<file path="config.mk">
export PLATFORM = sky130hd
export DESIGN_NAME = tdm_demux_frame
export DESIGN_NICKNAME = d
export VERILOG_FILES = /design/src/rtl/tdm_demux_frame.sv
export SDC_FILE = /design/constraint.sdc
export NUM_CORES = 1
export LEC_CHECK = 0
export BUFFER_PORTS_ARGS = -buffer_cell sky130_fd_sc_hd__buf_2
export CORE_ASPECT_RATIO = 1.75
export CORE_MARGIN = 4
export CORE_UTILIZATION = 41
export DETAILED_ROUTE_END_ITERATION = 10
export PLACE_DENSITY = 0.77
export SKIP_CTS_REPAIR_TIMING = 1
export SKIP_LAST_GASP = 1
export SYNTH_ARGS = -nofsm -noshare
export SYNTH_HDL_FRONTEND = slang
export SYNTH_SLANG_ARGS = --single-unit
</file>
<file path="constraint.sdc">
create_clock -name clk -period 2.4 [get_ports clk]
set_clock_uncertainty 0.15 [all_clocks]
set_input_delay 0.12 -clock clk [delete_from_list [all_inputs] [get_ports clk]]
set_output_delay 0.12 -clock clk [all_outputs]
set_load 0.005 [all_outputs]
</file>
<file path="src/rtl/tdm_demux_frame.sv">
// -----------------------------------------------------------------------------
// tdm_demux_frame
// Receive-side TDM demultiplexer. Takes a serial stream with one bit per slot,
// framed by a slot-0 marker, steers each bit into a shadow register at its slot
// position, and publishes each completed frame as a parallel word.
//
// Ports
//   clk          rising-edge clock
//   rst_n        asynchronous active-low reset
//   din          serial slot data bit
//   din_valid    din carries a slot bit this cycle (a "beat")
//   frame_sync   current beat is slot 0 (ignored unless din_valid)
//   dout         last completed frame, bit k = slot k
//   frame_valid  one-cycle pulse when dout updates
//   slot_strb    one-hot of the slot written on the previous edge
//   slot_idx     next slot index expected
//   locked       high while frame-aligned
//   sync_err     one-cycle pulse on an alignment violation
//   frame_cnt    completed-frame count, wraps silently
//
// State table
//   state | meaning
//   HUNT  | not aligned; discard beats until a frame_sync beat arrives
//   RECV  | aligned; collecting slots 0..N_SLOTS-1 into the shadow register
// -----------------------------------------------------------------------------
module tdm_demux_frame #(
    parameter int N_SLOTS = 16,
    parameter int SEL_W   = 4,
    parameter int CNT_W   = 8
) (
    input  logic               clk,
    input  logic               rst_n,
    input  logic               din,
    input  logic               din_valid,
    input  logic               frame_sync,
    output logic [N_SLOTS-1:0] dout,
    output logic               frame_valid,
    output logic [N_SLOTS-1:0] slot_strb,
    output logic [SEL_W-1:0]   slot_idx,
    output logic               locked,
    output logic               sync_err,
    output logic [CNT_W-1:0]   frame_cnt
);

    typedef enum logic {HUNT = 1'b0, RECV = 1'b1} state_t;

    localparam logic [SEL_W-1:0] LAST_SLOT = SEL_W'(N_SLOTS - 1);
    localparam logic [SEL_W-1:0] SLOT_ONE  = SEL_W'(1);

    state_t             state, state_nxt;
    logic [N_SLOTS-1:0] shadow, shadow_nxt;
    logic [N_SLOTS-1:0] dout_nxt;
    logic [N_SLOTS-1:0] strb_nxt;
    logic [SEL_W-1:0]   idx_nxt;
    logic [CNT_W-1:0]   cnt_nxt;
    logic               fv_nxt;
    logic               se_nxt;

    always_ff @(posedge clk or negedge rst_n) begin
        if (!rst_n) begin
            state       <= HUNT;
            shadow      <= '0;
            dout        <= '0;
            slot_strb   <= '0;
            slot_idx    <= '0;
            frame_cnt   <= '0;
            frame_valid <= 1'b0;
            sync_err    <= 1'b0;
        end else begin
            state       <= state_nxt;
            shadow      <= shadow_nxt;
            dout        <= dout_nxt;
            slot_strb   <= strb_nxt;
            slot_idx    <= idx_nxt;
            frame_cnt   <= cnt_nxt;
            frame_valid <= fv_nxt;
            sync_err    <= se_nxt;
        end
    end

    always_comb begin
        state_nxt  = state;
        shadow_nxt = shadow;
        dout_nxt   = dout;
        strb_nxt   = '0;
        idx_nxt    = slot_idx;
        cnt_nxt    = frame_cnt;
        fv_nxt     = 1'b0;
        se_nxt     = 1'b0;

        if (din_valid) begin
            unique case (state)
                HUNT: begin
                    if (frame_sync) begin
                        shadow_nxt[0] = din;
                        strb_nxt      = N_SLOTS'(1);
                        idx_nxt       = SLOT_ONE;
                        state_nxt     = RECV;
                    end
                end
                RECV: begin
                    if (frame_sync) begin
                        // A marker anywhere but slot 0 drops the partial frame
                        // and restarts alignment on this beat.
                        if (slot_idx != '0) se_nxt = 1'b1;
                        shadow_nxt[0] = din;
                        strb_nxt      = N_SLOTS'(1);
                        idx_nxt       = SLOT_ONE;
                    end else if (slot_idx == '0) begin
                        // Missing marker where slot 0 was due: alignment lost.
                        se_nxt    = 1'b1;
                        idx_nxt   = '0;
                        state_nxt = HUNT;
                    end else begin
                        shadow_nxt[slot_idx] = din;
                        strb_nxt             = N_SLOTS'(1) << slot_idx;
                        if (slot_idx == LAST_SLOT) begin
                            // Last bit bypasses the shadow so dout is complete
                            // on the same edge that samples it.
                            dout_nxt = {din, shadow[N_SLOTS-2:0]};
                            fv_nxt   = 1'b1;
                            cnt_nxt  = frame_cnt + 1'b1;
                            idx_nxt  = '0;
                        end else begin
                            idx_nxt = slot_idx + 1'b1;
                        end
                    end
                end
                default: state_nxt = HUNT;
            endcase
        end
    end

    assign locked = (state == RECV);

endmodule
</file>
# Yosys cells after proc, flatten, opt, wreduce, memory -nomap -nowiden

Index checks and enable logic that the tools add are counted.

Shift-type cells: 1
Reductions and logical operators: 7
Multiplexer cells: 31
Add/sub/neg operators: 2
Magnitude comparators: 2
Bitwise operators: 3
Equality and inequality tests: 3

Operators by type and width:

| kind                                                               | count |
|---|---|
| two-way mux 16 bit                                                 | 3 |
| one-hot mux 16 bit (2 select lines)                                | 1 |
| two-way mux 1 bit                                                  | 18 |
| bitwise mux 16 bit                                                 | 1 |
| two-way mux 4 bit                                                  | 4 |
| left shift 1 x 4 -> 16 bit (first input constant)                  | 1 |
| adder 8 x 1 -> 8 bit (second input constant)                       | 1 |
| one-hot mux 4 bit (2 select lines)                                 | 1 |
| < comparator 4 x 5 -> 1 bit (second input constant)                | 1 |
| AND reduction 5 bit                                                | 1 |
| adder 4 x 1 -> 4 bit (second input constant)                       | 1 |
| demux 1 bit (select 4 bit)                                         | 1 |
| == test 4 bit (second input constant)                              | 1 |
| greater-or-equal comparator 4 x 1 -> 1 bit (second input constant) | 1 |
| zero test 4 bit                                                    | 1 |
| one-hot mux 1 bit (2 select lines)                                 | 2 |
| AND reduction 4 bit                                                | 1 |
| nonzero test 4 bit                                                 | 1 |
| != test 3 bit (second input constant)                              | 1 |
| inverter 1 bit                                                     | 3 |
| AND reduction 3 bit                                                | 1 |
| != test 2 bit (second input constant)                              | 1 |
| AND reduction 2 bit                                                | 1 |
| logical AND 1 bit                                                  | 1 |

Bits in registers: 63
Output and inout port bits: 47

# Logic depth before layout (Yosys ltp)

Gate-level depths: netlist of run 1.

Depth after elaboration: 8
Depth in mapped cells: 9

# Worst setup path after synthesis of run 1

Ideal clock, no wire load.

Kind: reg2reg
Start: reg slot_idx[0]
End: reg dout[10]
Arrival time: 2036 ps
Required time: 2125 ps
Clock period less this slack: 2311 ps
Stages on the path, launching flop included: 10
Setup slack: 89 ps
Cells stage by stage: dfrtp_1 > inv_1 > ha_1 > clkbuf_1 > nand2_1 > ha_1 > nand4_4 > nor2_8 > buf_8 > mux2_2

Longest elaborated chain between the ends: 3
Elaborated cells on any way between the ends: 4

Ends and longest elaborated chain:

| what                                     | RTL line | RTL |
|---|---|---|
| start, declared                          | 39       | `output logic [SEL_W-1:0] slot_idx,` |
| start signal, assigned                   | 74       | `slot_idx <= idx_nxt;` |
| zero test 4 bit                          | 109      | `end else if (slot_idx == '0) begin` |
| inverter 1 bit (no source line)          | n/a      |  |
| AND reduction 5 bit (no source line) (*) | n/a      |  |
| end signal, assigned                     | 72       | `dout <= dout_nxt;` |
| end, declared                            | 36       | `output logic [N_SLOTS-1:0] dout,` |

Mark *: on every way between the ends. The rest lies on a longest branch, timed or not.
A chain may end at the register's enable or synchronous reset.

# Worst setup path in the final report of run 1

Start: reg slot_idx[1]
End: reg dout[10]

Same word-level chain as after synthesis.

==> flow_summary.json, run 1 <==
{
  "drt-initial-drc-count": 56,
  "placedCellCount": 329,
  "max_cap_viol_count": 0,
  "fp-row-count": 38,
  "ys_seq_elements": 62,
  "pre_cts_slack_ps": 211,
  "grt_pass1_wl_um": 8540,
  "rsz0062_at_grt": "false",
  "io_pins": 52,
  "hold_slack_ps": -11.1,
  "crit_family": "simple AND/OR/NAND/NOR gates",
  "leakagePower_nw": 1.74,
  "viasPerCell": 4.86,
  "num_vias": 1686,
  "setup_slack_ps": 212,
  "power.density_mw_per_mm2": 782,
  "antenna_found_initial": 0,
  "initial_core_util_pct": 42.3,
  "cts_made_buffers": 9,
  "path_buf_inv": 1,
  "syn_avg_cell_area_um2": 13.1,
  "ys_warn_count": 0,
  "crit_path_max_incr_delay_ps": 390,
  "cts.path.max_buffers": 2,
  "crit_top_cell": "ha_1",
  "fin_crit_ps": 2190,
  "power_frac_comb_pct": 20.2,
  "arrival_ps": 2260,
  "clkTransAtPathRegs_ps": 60,
  "netlist_area_mm2": 0.00262,
  "violations": "hold timing",
  "rr_worst_depth": 7,
  "grt_max_degree": 63,
  "syn_inst": 200,
  "critPathLaunchType": "flip-flop",
  "clock.fmax_ghz": 0.457,
  "drtPass1Iterations": 7,
  "hpwl_um": 3670,
  "crit_chain": "inv_1 > ha_1 > nand2_1 > ha_1 > nand4_4 > nor2_8 > mux2_2",
  "post_drt_wl_per_cell_um": 14.7,
  "power.net_switching_uw": 712,
  "hold_viol": 1,
  "worst_pin_slew_ps": 426,
  "cp_num_cells": 7,
  "slowest_stage": "mux2_2",
  "crit_path_end_kind": "flip-flop",
  "wl_um": 5110,
  "path_max_fanout": 18,
  "finalSetupViolations": 0,
  "vdd_ir_drop_max_mv": 0.345,
  "ant_nets": 0,
  "drive_gt1_share_pct": 39.0,
  "maxSlewViolCount": 0,
  "fill_cells": 589,
  "yosysSeqAreaShare_pct": 59.3,
  "gp_congestion": 0.803,
  "tns_ps": 0,
  "status": "complete, but fails checks",
  "hold_depth": 2,
  "die_height_um": 114,
  "core_mm2": 0.00618,
  "area_growth_pct": 20.2,
  "antenna_cells": 0,
  "die_area_mm2": 0.00777,
  "switching_share_pct": 29.0,
  "syn-num-nets": 213,
  "clock_sinks": 62,
  "intPower_mw": 1.75,
  "pwr-share-clk_pct": 31.0,
  "io_buffers": 51,
  "root_buffer": "clkbuf_8",
  "path_class": "reg2reg",
  "period_share_pct": 91.2,
  "power_frac_seq_pct": 48.8,
  "drc": 0,
  "grt.total_usage_pct": 15.2,
  "overflow": 0,
  "clk_latency_ps": 340,
  "finalPower_mw": 2.46,
  "cp.required_ps": 2480,
  "die_w_um": 68.4,
  "grt_pass1_vias": 1780,
  "nNetsFinal": 275,
  "layoutNonFillerInstCount": 347,
  "hold_class": "in2reg",
  "maxSlewHeadroom_pct": 71.3,
  "yosys.cell_types.count": 32,
  "cts_tree": "built",
  "htree_levels": 3
}
flip-flops by register name, summed over array words and instances, names as in the netlist:
name         cells
frame_cnt        8
shadow          15
slot_strb       16
frame_valid      1
sync_err         1
slot_idx         4
locked           1
dout            16
logic make-up after synthesis:
kind of cell	Yosys count	synth area share (%)
AOI/OAI and AO/OA	12	3.21
xor gates and xnor gates	7	2.34
adders and majority gates	8	3.83
buffers and inverters	15	3.49
DFF	62	59.3
muxes	32	13.8
and+or+nand+nor	64	14.0
final cells by class:
class / count / area [um2] / share of cell area (%)
clock buffers: 15 / 156 / 4.97
clock inverters: 1 / 5.00 / 0.159
inverters: 7 / 26.3 / 0.836
multi-input cells: 123 / 972 / 30.9
flip-flops and latches: 62 / 1550 / 49.3
well taps: 80 / 100 / 3.18
repair buffers: 59 / 333 / 10.6
layer usage:
layer  up-vias  track usage (%)  share of wire, %
met5         -                0                 0
met4         0             9.96               2.9
met3        11             3.65               5.0
met2        45             25.6                53
met1       818             16.1                39
li1        812                -                 -
worst register-to-register path: stages, from the launching register on:
cell and delay, ps:
dfrtp_1 350, inv_1 80, ha_1 200, nand2_1 70
ha_1 250, nand4_4 230, nor2_8 350, mux2_2 390
cell usage after synthesis:
| library cell | number | share of area (%) |
|---|---|---|
| a21o_1 | 1 | 0.29 |
| a21oi_1 | 3 | 0.57 |
| a31o_2 | 1 | 0.33 |
| and2_1 | 11 | 2.6 |
| and3_1 | 5 | 1.2 |
| buf_1 | 1 | 0.14 |
| buf_2 | 1 | 0.19 |
| buf_4 | 2 | 0.57 |
| buf_6 | 2 | 0.86 |
| buf_8 | 1 | 0.57 |
| clkbuf_1 | 1 | 0.14 |
| dfrtp_1 | 62 | 59 |
| ha_1 | 8 | 3.8 |
| inv_1 | 7 | 1.0 |
| mux2_2 | 32 | 14 |
| nand2_1 | 6 | 0.86 |
| nand2_4 | 1 | 0.43 |
| nand2b_1 | 1 | 0.24 |
| nand3_1 | 5 | 0.96 |
| nand3b_1 | 1 | 0.29 |
| nand4_1 | 4 | 0.96 |
| nand4_4 | 1 | 0.81 |
| nor2_1 | 16 | 2.3 |
| nor2_8 | 1 | 0.77 |
| nor3_1 | 7 | 1.3 |
| nor4_1 | 4 | 0.96 |
| o21ai_0 | 2 | 0.38 |
| o2bb2ai_1 | 2 | 0.67 |
| o311a_1 | 1 | 0.38 |
| o31ai_1 | 2 | 0.57 |
| or2b_1 | 1 | 0.29 |
| xor2_1 | 7 | 2.3 |
worst paths after layout:
| path | startpoint | endpoint | slack (ps) |
|---|---|---|---|
| setup / recovery | slot_idx[1] | dout[10] | 210 |
| hold / removal | din_valid | slot_idx[1] | -10 |
| setup reg to reg | slot_idx[1] | dout[10] | 210 |
| hold reg to reg | frame_cnt[7] | frame_cnt[7] | 320 |
| max in group asynchronous | rst_n | slot_strb[9] | 1660 |
| min in group asynchronous | rst_n | frame_cnt[0] | 160 |
metrics by stage:
stage	util, %	cell area, um2	hold slack, ps
after detailed placement	47.9	2960	-0.323
after floorplan	-	2620	-326
after global placement	47.9	2960	-7.13
final	50.9	3140	-11.1
after CTS	50.5	3120	-385
after global routing	50.9	3140	13.2
layout by cell type, fill, tap and decap left out, types with 2 or more instances in the layout:
cell,instances
a21oi_1,3
and2_1,11
and3_1,5
buf_2,51
buf_4,5
clkbuf_1,5
clkbuf_8,10
dfrtp_1,62
dlygate4sd3_1,2
ha_1,8
inv_1,7
mux2_2,32
nand2_1,6
nand3_1,5
nand4_1,4
nor2_1,16
nor3_1,7
nor4_1,4
o21ai_0,2
o2bb2ai_1,2
o31ai_1,2
xor2_1,7
power by group through the flow:
stage / Sequential (mW) / Clock, mW / Combinational (mW)
after detailed placement: 1.22 / 0 / 0.497
after global routing: 1.21 / 0.843 / 0.561
after global placement: 1.21 / 0 / 0.487
final: 1.20 / 0.763 / 0.496
after CTS: 1.20 / 0.795 / 0.500
after floorplan: 1.21 / 0 / 0.306
Power figures use the tool's default switching activity.
==> run 2, diff against run 1 <==
--- a/config.mk
+++ b/config.mk
@@ -10,7 +10,7 @@
 export CORE_MARGIN = 4
 export CORE_UTILIZATION = 41
 export DETAILED_ROUTE_END_ITERATION = 10
-export PLACE_DENSITY = 0.77
+export PLACE_DENSITY = 0.65
 export SKIP_CTS_REPAIR_TIMING = 1
 export SKIP_LAST_GASP = 1
 export SYNTH_ARGS = -nofsm -noshare
==> run 2 against run 1 <==
  * The flow still finishes with violations (hold timing)
  * Sequential cell count did not move
  * Combinational power up 1%
  * Sequential power is essentially flat
  * Design area is 1.1% higher
  * Wire length decreased by 1.3%
  * Sequential share of layout area down 0.54 points
  * Register-to-register slack better by 50 ps
  * Global-route usage shrank 0.37 points
  * Maximum frequency is 2.3% higher
  * Die area is the same
  * Critical path type unchanged
  * Largest power group unchanged
==> flow_summary.json, run 2 (synthesized netlist as in run 1, its figures left out) <==
{
  "grt_max_degree": 28,
  "drtPass1Iterations": 4,
  "ant_nets": 0,
  "critPathLaunchType": "flip-flop",
  "hold_depth": 2,
  "io_pins": 52,
  "area_growth_pct": 21.6,
  "hpwl_um": 3700,
  "grt.total_usage_pct": 14.8,
  "leakagePower_nw": 1.76,
  "antenna_cells": 0,
  "overflow": 0,
  "fp-row-count": 38,
  "num_vias": 1662,
  "reg2reg_setup_slack_ps": 260,
  "crit_path_max_incr_delay_ps": 380,
  "status": "complete, but fails checks",
  "drive_gt1_share_pct": 40.3,
  "root_buffer": "clkbuf_8",
  "post_drt_wl_per_cell_um": 14.5,
  "layout_commonest_cell": "dfrtp_1",
  "antenna_found_initial": 0,
  "fill_cells": 579,
  "htree_levels": 3,
  "cp.required_ps": 2480,
  "core_mm2": 0.00618,
  "drc": 0,
  "violations": "hold timing",
  "hold_slack_ps": -9.03,
  "crit_path_end_kind": "flip-flop",
  "final_area_mm2": 0.00318,
  "period_share_pct": 89.1,
  "maxSlewViolCount": 0,
  "intPower_mw": 1.88,
  "crit_top_cell": "ha_1",
  "placedInstanceArea_mm2": 0.00296,
  "power.net_switching_uw": 735,
  "fin_crit_ps": 2140,
  "finalPower_mw": 2.61,
  "pwr-share-clk_pct": 35.0,
  "clk_latency_ps": 340,
  "path_max_fanout": 18,
  "hp-start": "din_valid",
  "io_buffers": 51,
  "top_regs": "dout (16), slot_strb (16), shadow (15)",
  "wl_um": 5040,
  "vdd_ir_drop_max_mv": 0.403,
  "switching_share_pct": 28.1,
  "slowest_stage": "mux2_2",
  "crit_chain": "inv_1 > ha_1 > nand2_1 > ha_1 > nand4_4 > nor2_8 > mux2_2",
  "hold_class": "in2reg",
  "path_class": "reg2reg",
  "viasPerCell": 4.78,
  "power_frac_comb_pct": 19.2,
  "timing.rr.end": "dout[11]",
  "clock.fmax_ghz": 0.467,
  "nNetsFinal": 276,
  "cts_made_buffers": 9,
  "arrival_ps": 2220,
  "grt_pass1_wl_um": 8230,
  "initial_core_util_pct": 42.3,
  "rr_worst_depth": 7,
  "power_frac_seq_pct": 45.8,
  "worst_pin_slew_ps": 584,
  "finalSetupViolations": 0,
  "rsz0062_at_grt": "false",
  "power.density_mw_per_mm2": 821,
  "cts.path.max_buffers": 2,
  "die_w_um": 68.4,
  "clkTransAtPathRegs_ps": 60,
  "maxSlewHeadroom_pct": 61.0,
  "mostFrequentLayoutCells": "dfrtp_1 (62), buf_2 (51), mux2_2 (32)",
  "r2r_start": "slot_idx[1]",
  "tns_ps": 0,
  "die_height_um": 114,
  "hold_viol": 1,
  "clock_sinks": 62,
  "die_area_mm2": 0.00777,
  "drt-initial-drc-count": 65,
  "grt_pass1_vias": 1724,
  "max_cap_viol_count": 0,
  "cts_tree": "built",
  "gp_congestion": 0.796,
  "min_to": "slot_idx[1]"
}
run 2: changes by cell type in the layout (fill, tap and decap cells not counted), sizes merged:
| cell | change |
|---|---|
| clkinvlp | +1 |
| bufinv | +1 |
| clkbuf | -2 |
| buf | +1 |
run 2: final cells by class:
type / instances / area [um2] / area share (%)
sequential: 62 / 1550 / 48.8
multi-input combinational: 123 / 972 / 30.6
timing repair buffer: 60 / 328 / 10.3
clock buffer: 13 / 159 / 5.00
tap: 80 / 100 / 3.15
clock inverter: 3 / 42.5 / 1.34
inverter: 7 / 26.3 / 0.826
run 2: metal layers:
metal  part of all wire [%]  up-vias  global-route usage, %
li1                       -      812                      -
met1                     38      797                   15.6
met2                     54       43                   24.9
met3                    5.1       10                   3.65
met4                    2.6        0                   9.96
met5                      0        -                      0
run 2: metrics by stage:
| stage | utilization (%) | hold WS, ps | setup WS (ps) | instances |
|---|---|---|---|---|
| after floorplan | - | -326 | 89.2 | 200 |
| after global placement | 47.9 | -4.46 | 305 | 330 |
| after detailed placement | 47.9 | 9.40 | 252 | 330 |
| after CTS | 51.1 | -374 | 235 | 346 |
| after global routing | 51.4 | 5.95 | 110 | 348 |
| final | 51.4 | -9.03 | 261 | 348 |
run 2: power groups by stage:
| stage | Combinational [mW] | Sequential, mW | Clock, mW |
|---|---|---|---|
| 2_1_floorplan | 0.306 | 1.21 | 0 |
| 3_3_place_gp | 0.495 | 1.21 | 0 |
| 3_5_place_dp | 0.503 | 1.22 | 0 |
| 4_1_cts | 0.505 | 1.20 | 0.936 |
| 5_1_grt | 0.562 | 1.21 | 0.977 |
| 6_report | 0.501 | 1.20 | 0.913 |
run 2: worst max-delay path by stage:
| stage | startpoint | to | cells after the start |
|---|---|---|---|
| floorplan | slot_idx[0] | dout[10] | 9 |
| global placement | slot_idx[0] | dout[1] | 7 |
| detailed placement | slot_idx[1] | dout[11] | 7 |
| CTS | slot_idx[1] | dout[11] | 7 |
| global route | slot_idx[1] | dout[11] | 7 |
| finish | slot_idx[1] | dout[11] | 7 |
run 2: worst max-delay path: cells and delay by family, from the launching register on:
family                     cells  cell delay, ps
adders and majority gates      2             430
DFF                            1             340
buffers and inverters          1              80
muxes                          1             380
and+or+nand+nor                3             630
==> run 3, diff against run 2 <==
--- a/config.mk
+++ b/config.mk
@@ -7,10 +7,10 @@
 export LEC_CHECK = 0
 export BUFFER_PORTS_ARGS = -buffer_cell sky130_fd_sc_hd__buf_2
 export CORE_ASPECT_RATIO = 1.75
-export CORE_MARGIN = 4
+export CORE_MARGIN = 2
 export CORE_UTILIZATION = 41
 export DETAILED_ROUTE_END_ITERATION = 10
-export PLACE_DENSITY = 0.65
+export PLACE_DENSITY = 0.62
 export SKIP_CTS_REPAIR_TIMING = 1
 export SKIP_LAST_GASP = 1
 export SYNTH_ARGS = -nofsm -noshare
==> constraint.sdc (replaced) <==
create_clock -name clk -period 2.5 [get_ports clk]
set_clock_uncertainty 0.15 [all_clocks]
set_input_delay 0.125 -clock clk [delete_from_list [all_inputs] [get_ports clk]]
set_output_delay 0.125 -clock clk [all_outputs]
set_load 0.005 [all_outputs]
==> run 3 against run 2 <==
  * Design area decreased by 0.79%
  * Final cell count shrank 0.86%
  * Die area shrank 9.2%
  * Count of clock-buffer cells in the layout decreased by 4
  * Critical path type unchanged
  * Clock power fell by 9.9%
  * The run still ends with hold timing left
  * Worst hold slack better by 3.4 ps
  * First-iteration DRC count is 26% lower
==> flow_summary.json, run 3 (synthesized netlist as in run 1, its figures left out) <==
{
  "drt-initial-drc-count": 48,
  "power.density_mw_per_mm2": 770,
  "vdd_ir_drop_max_mv": 0.370,
  "root_buffer": "clkbuf_8",
  "fp-row-count": 38,
  "wl_um": 4780,
  "overflow": 0,
  "hold_depth": 3,
  "hold_viol": 2,
  "r2r_start": "slot_idx[1]",
  "top_regs": "dout (16), slot_strb (16), shadow (15)",
  "slowest_stage": "dfrtp_1",
  "drive_gt1_share_pct": 40.8,
  "worst_pin_slew_ps": 411,
  "clk_latency_ps": 330,
  "die_area_mm2": 0.00706,
  "num_vias": 1668,
  "crit_top_cell": "ha_1",
  "final_core_util_pct": 51.0,
  "grt_max_degree": 63,
  "area_growth_pct": 20.6,
  "cts_tree": "built",
  "clock.fmax_ghz": 0.440,
  "period_share_pct": 90.8,
  "io_pins": 52,
  "hpwl_um": 3440,
  "rsz0062_at_grt": "false",
  "crit_path_max_incr_delay_ps": 440,
  "antenna_found_initial": 0,
  "io_buffers": 51,
  "mostFrequentLayoutCells": "dfrtp_1 (62), buf_2 (51), mux2_2 (32)",
  "hp-start": "frame_sync",
  "leakagePower_nw": 1.75,
  "max_cap_viol_count": 0,
  "violations": "hold timing",
  "core_mm2": 0.00618,
  "clock_sinks": 62,
  "timing.rr.end": "dout[13]",
  "maxSlewViolCount": 0,
  "clkTransAtPathRegs_ps": 60,
  "post_drt_wl_per_cell_um": 13.8,
  "fin_crit_ps": 2270,
  "status": "complete, but fails checks",
  "hold_slack_ps": -5.63,
  "nNetsFinal": 273,
  "tns_ps": 0,
  "antenna_cells": 0,
  "path_buf_inv": 1,
  "maxSlewHeadroom_pct": 72.6,
  "reg2reg_setup_slack_ps": 230,
  "crit_path_end_kind": "flip-flop",
  "critPathLaunchType": "flip-flop",
  "crit_chain": "inv_1 > ha_1 > nand2_1 > ha_1 > nand4_4 > nor2_8 > mux2_2",
  "finalPower_mw": 2.43,
  "cp.required_ps": 2570,
  "path_class": "reg2reg",
  "die_height_um": 110,
  "ant_nets": 0,
  "grt_pass1_vias": 1682,
  "htree_levels": 3,
  "crit_family": "simple AND/OR/NAND/NOR gates",
  "drtPass1Iterations": 4,
  "die_w_um": 64.4,
  "finalSetupViolations": 0,
  "min_to": "slot_strb[0]",
  "cts.path.max_buffers": 2,
  "grt_pass1_wl_um": 7850,
  "drc": 0,
  "gp_congestion": 0.753,
  "initial_core_util_pct": 42.3,
  "path_max_fanout": 18,
  "layout_commonest_cell": "dfrtp_1",
  "viasPerCell": 4.83,
  "grt.total_usage_pct": 15.0,
  "cts_made_buffers": 9,
  "arrival_ps": 2340,
  "hold_class": "in2reg",
  "rr_worst_depth": 7
}
run 3: changes by cell type in the layout (fill, tap and decap cells not counted):
| cell | delta |
|---|---|
| clkbuf_8 | -2 |
| clkbuf_1 | -2 |
| buf_12 | +1 |
| dlygate4sd3_1 | -1 |
| clkinvlp_4 | +1 |
| clkinv_2 | +3 |
| buf_4 | -3 |
run 3: how the worst max path moves through the flow:
stage                     endpoint        start  cells past startpoint  slack, ps
after floorplan           dout[10]  slot_idx[0]                      9        190
after global placement    dout[10]  slot_idx[1]                      7        290
after detailed placement  dout[14]  slot_idx[1]                      7        200
after CTS                 dout[14]  slot_idx[1]                      7        200
after global routing      dout[14]  slot_idx[1]                      7         50
final                     dout[13]  slot_idx[1]                      7        230
run 3: routing by layer:
layer | wire length, um | up-vias | global-route usage [%]
met4 | 139 | 0 | 9.42
li1 | - | 817 | -
met2 | 2560 | 36 | 26.6
met5 | 0 | - | 0
met1 | 1860 | 802 | 15.5
met3 | 220 | 13 | 3.89
run 3: stage by stage:
step / cell area [um2] / hold slack (ps) / setup slack (ps) / cells
6_report: 3150 / -5.63 / 230 / 345
5_1_grt: 3150 / 3.07 / 49.1 / 345
4_1_cts: 3140 / -358 / 198 / 344
3_5_place_dp: 2960 / 11.6 / 205 / 328
3_3_place_gp: 2960 / 1.29 / 286 / 328
2_1_floorplan: 2620 / -321 / 189 / 200
run 3: report_power, final:
part	leakage [nW]	switching, mW	internal, mW
Combinational	0.803	0.259	0.192
Sequential	0.851	0.0688	1.09
Clock	0.0948	0.371	0.452
run 3: layout make-up:
cell class / count / area (um2)
Clock buffer: 9 / 124
Timing Repair Buffer: 57 / 315
Sequential cell: 62 / 1550
Inverter: 7 / 26.3
Tap cell: 80 / 100
Fill cell: 576 / 3030
Clock inverter: 7 / 65.1
Multi-Input combinational cell: 123 / 972
run 3: worst min-delay path, stage by stage:
cell and delay (ps):
buf_2 130, nand2_1 100, inv_1 80
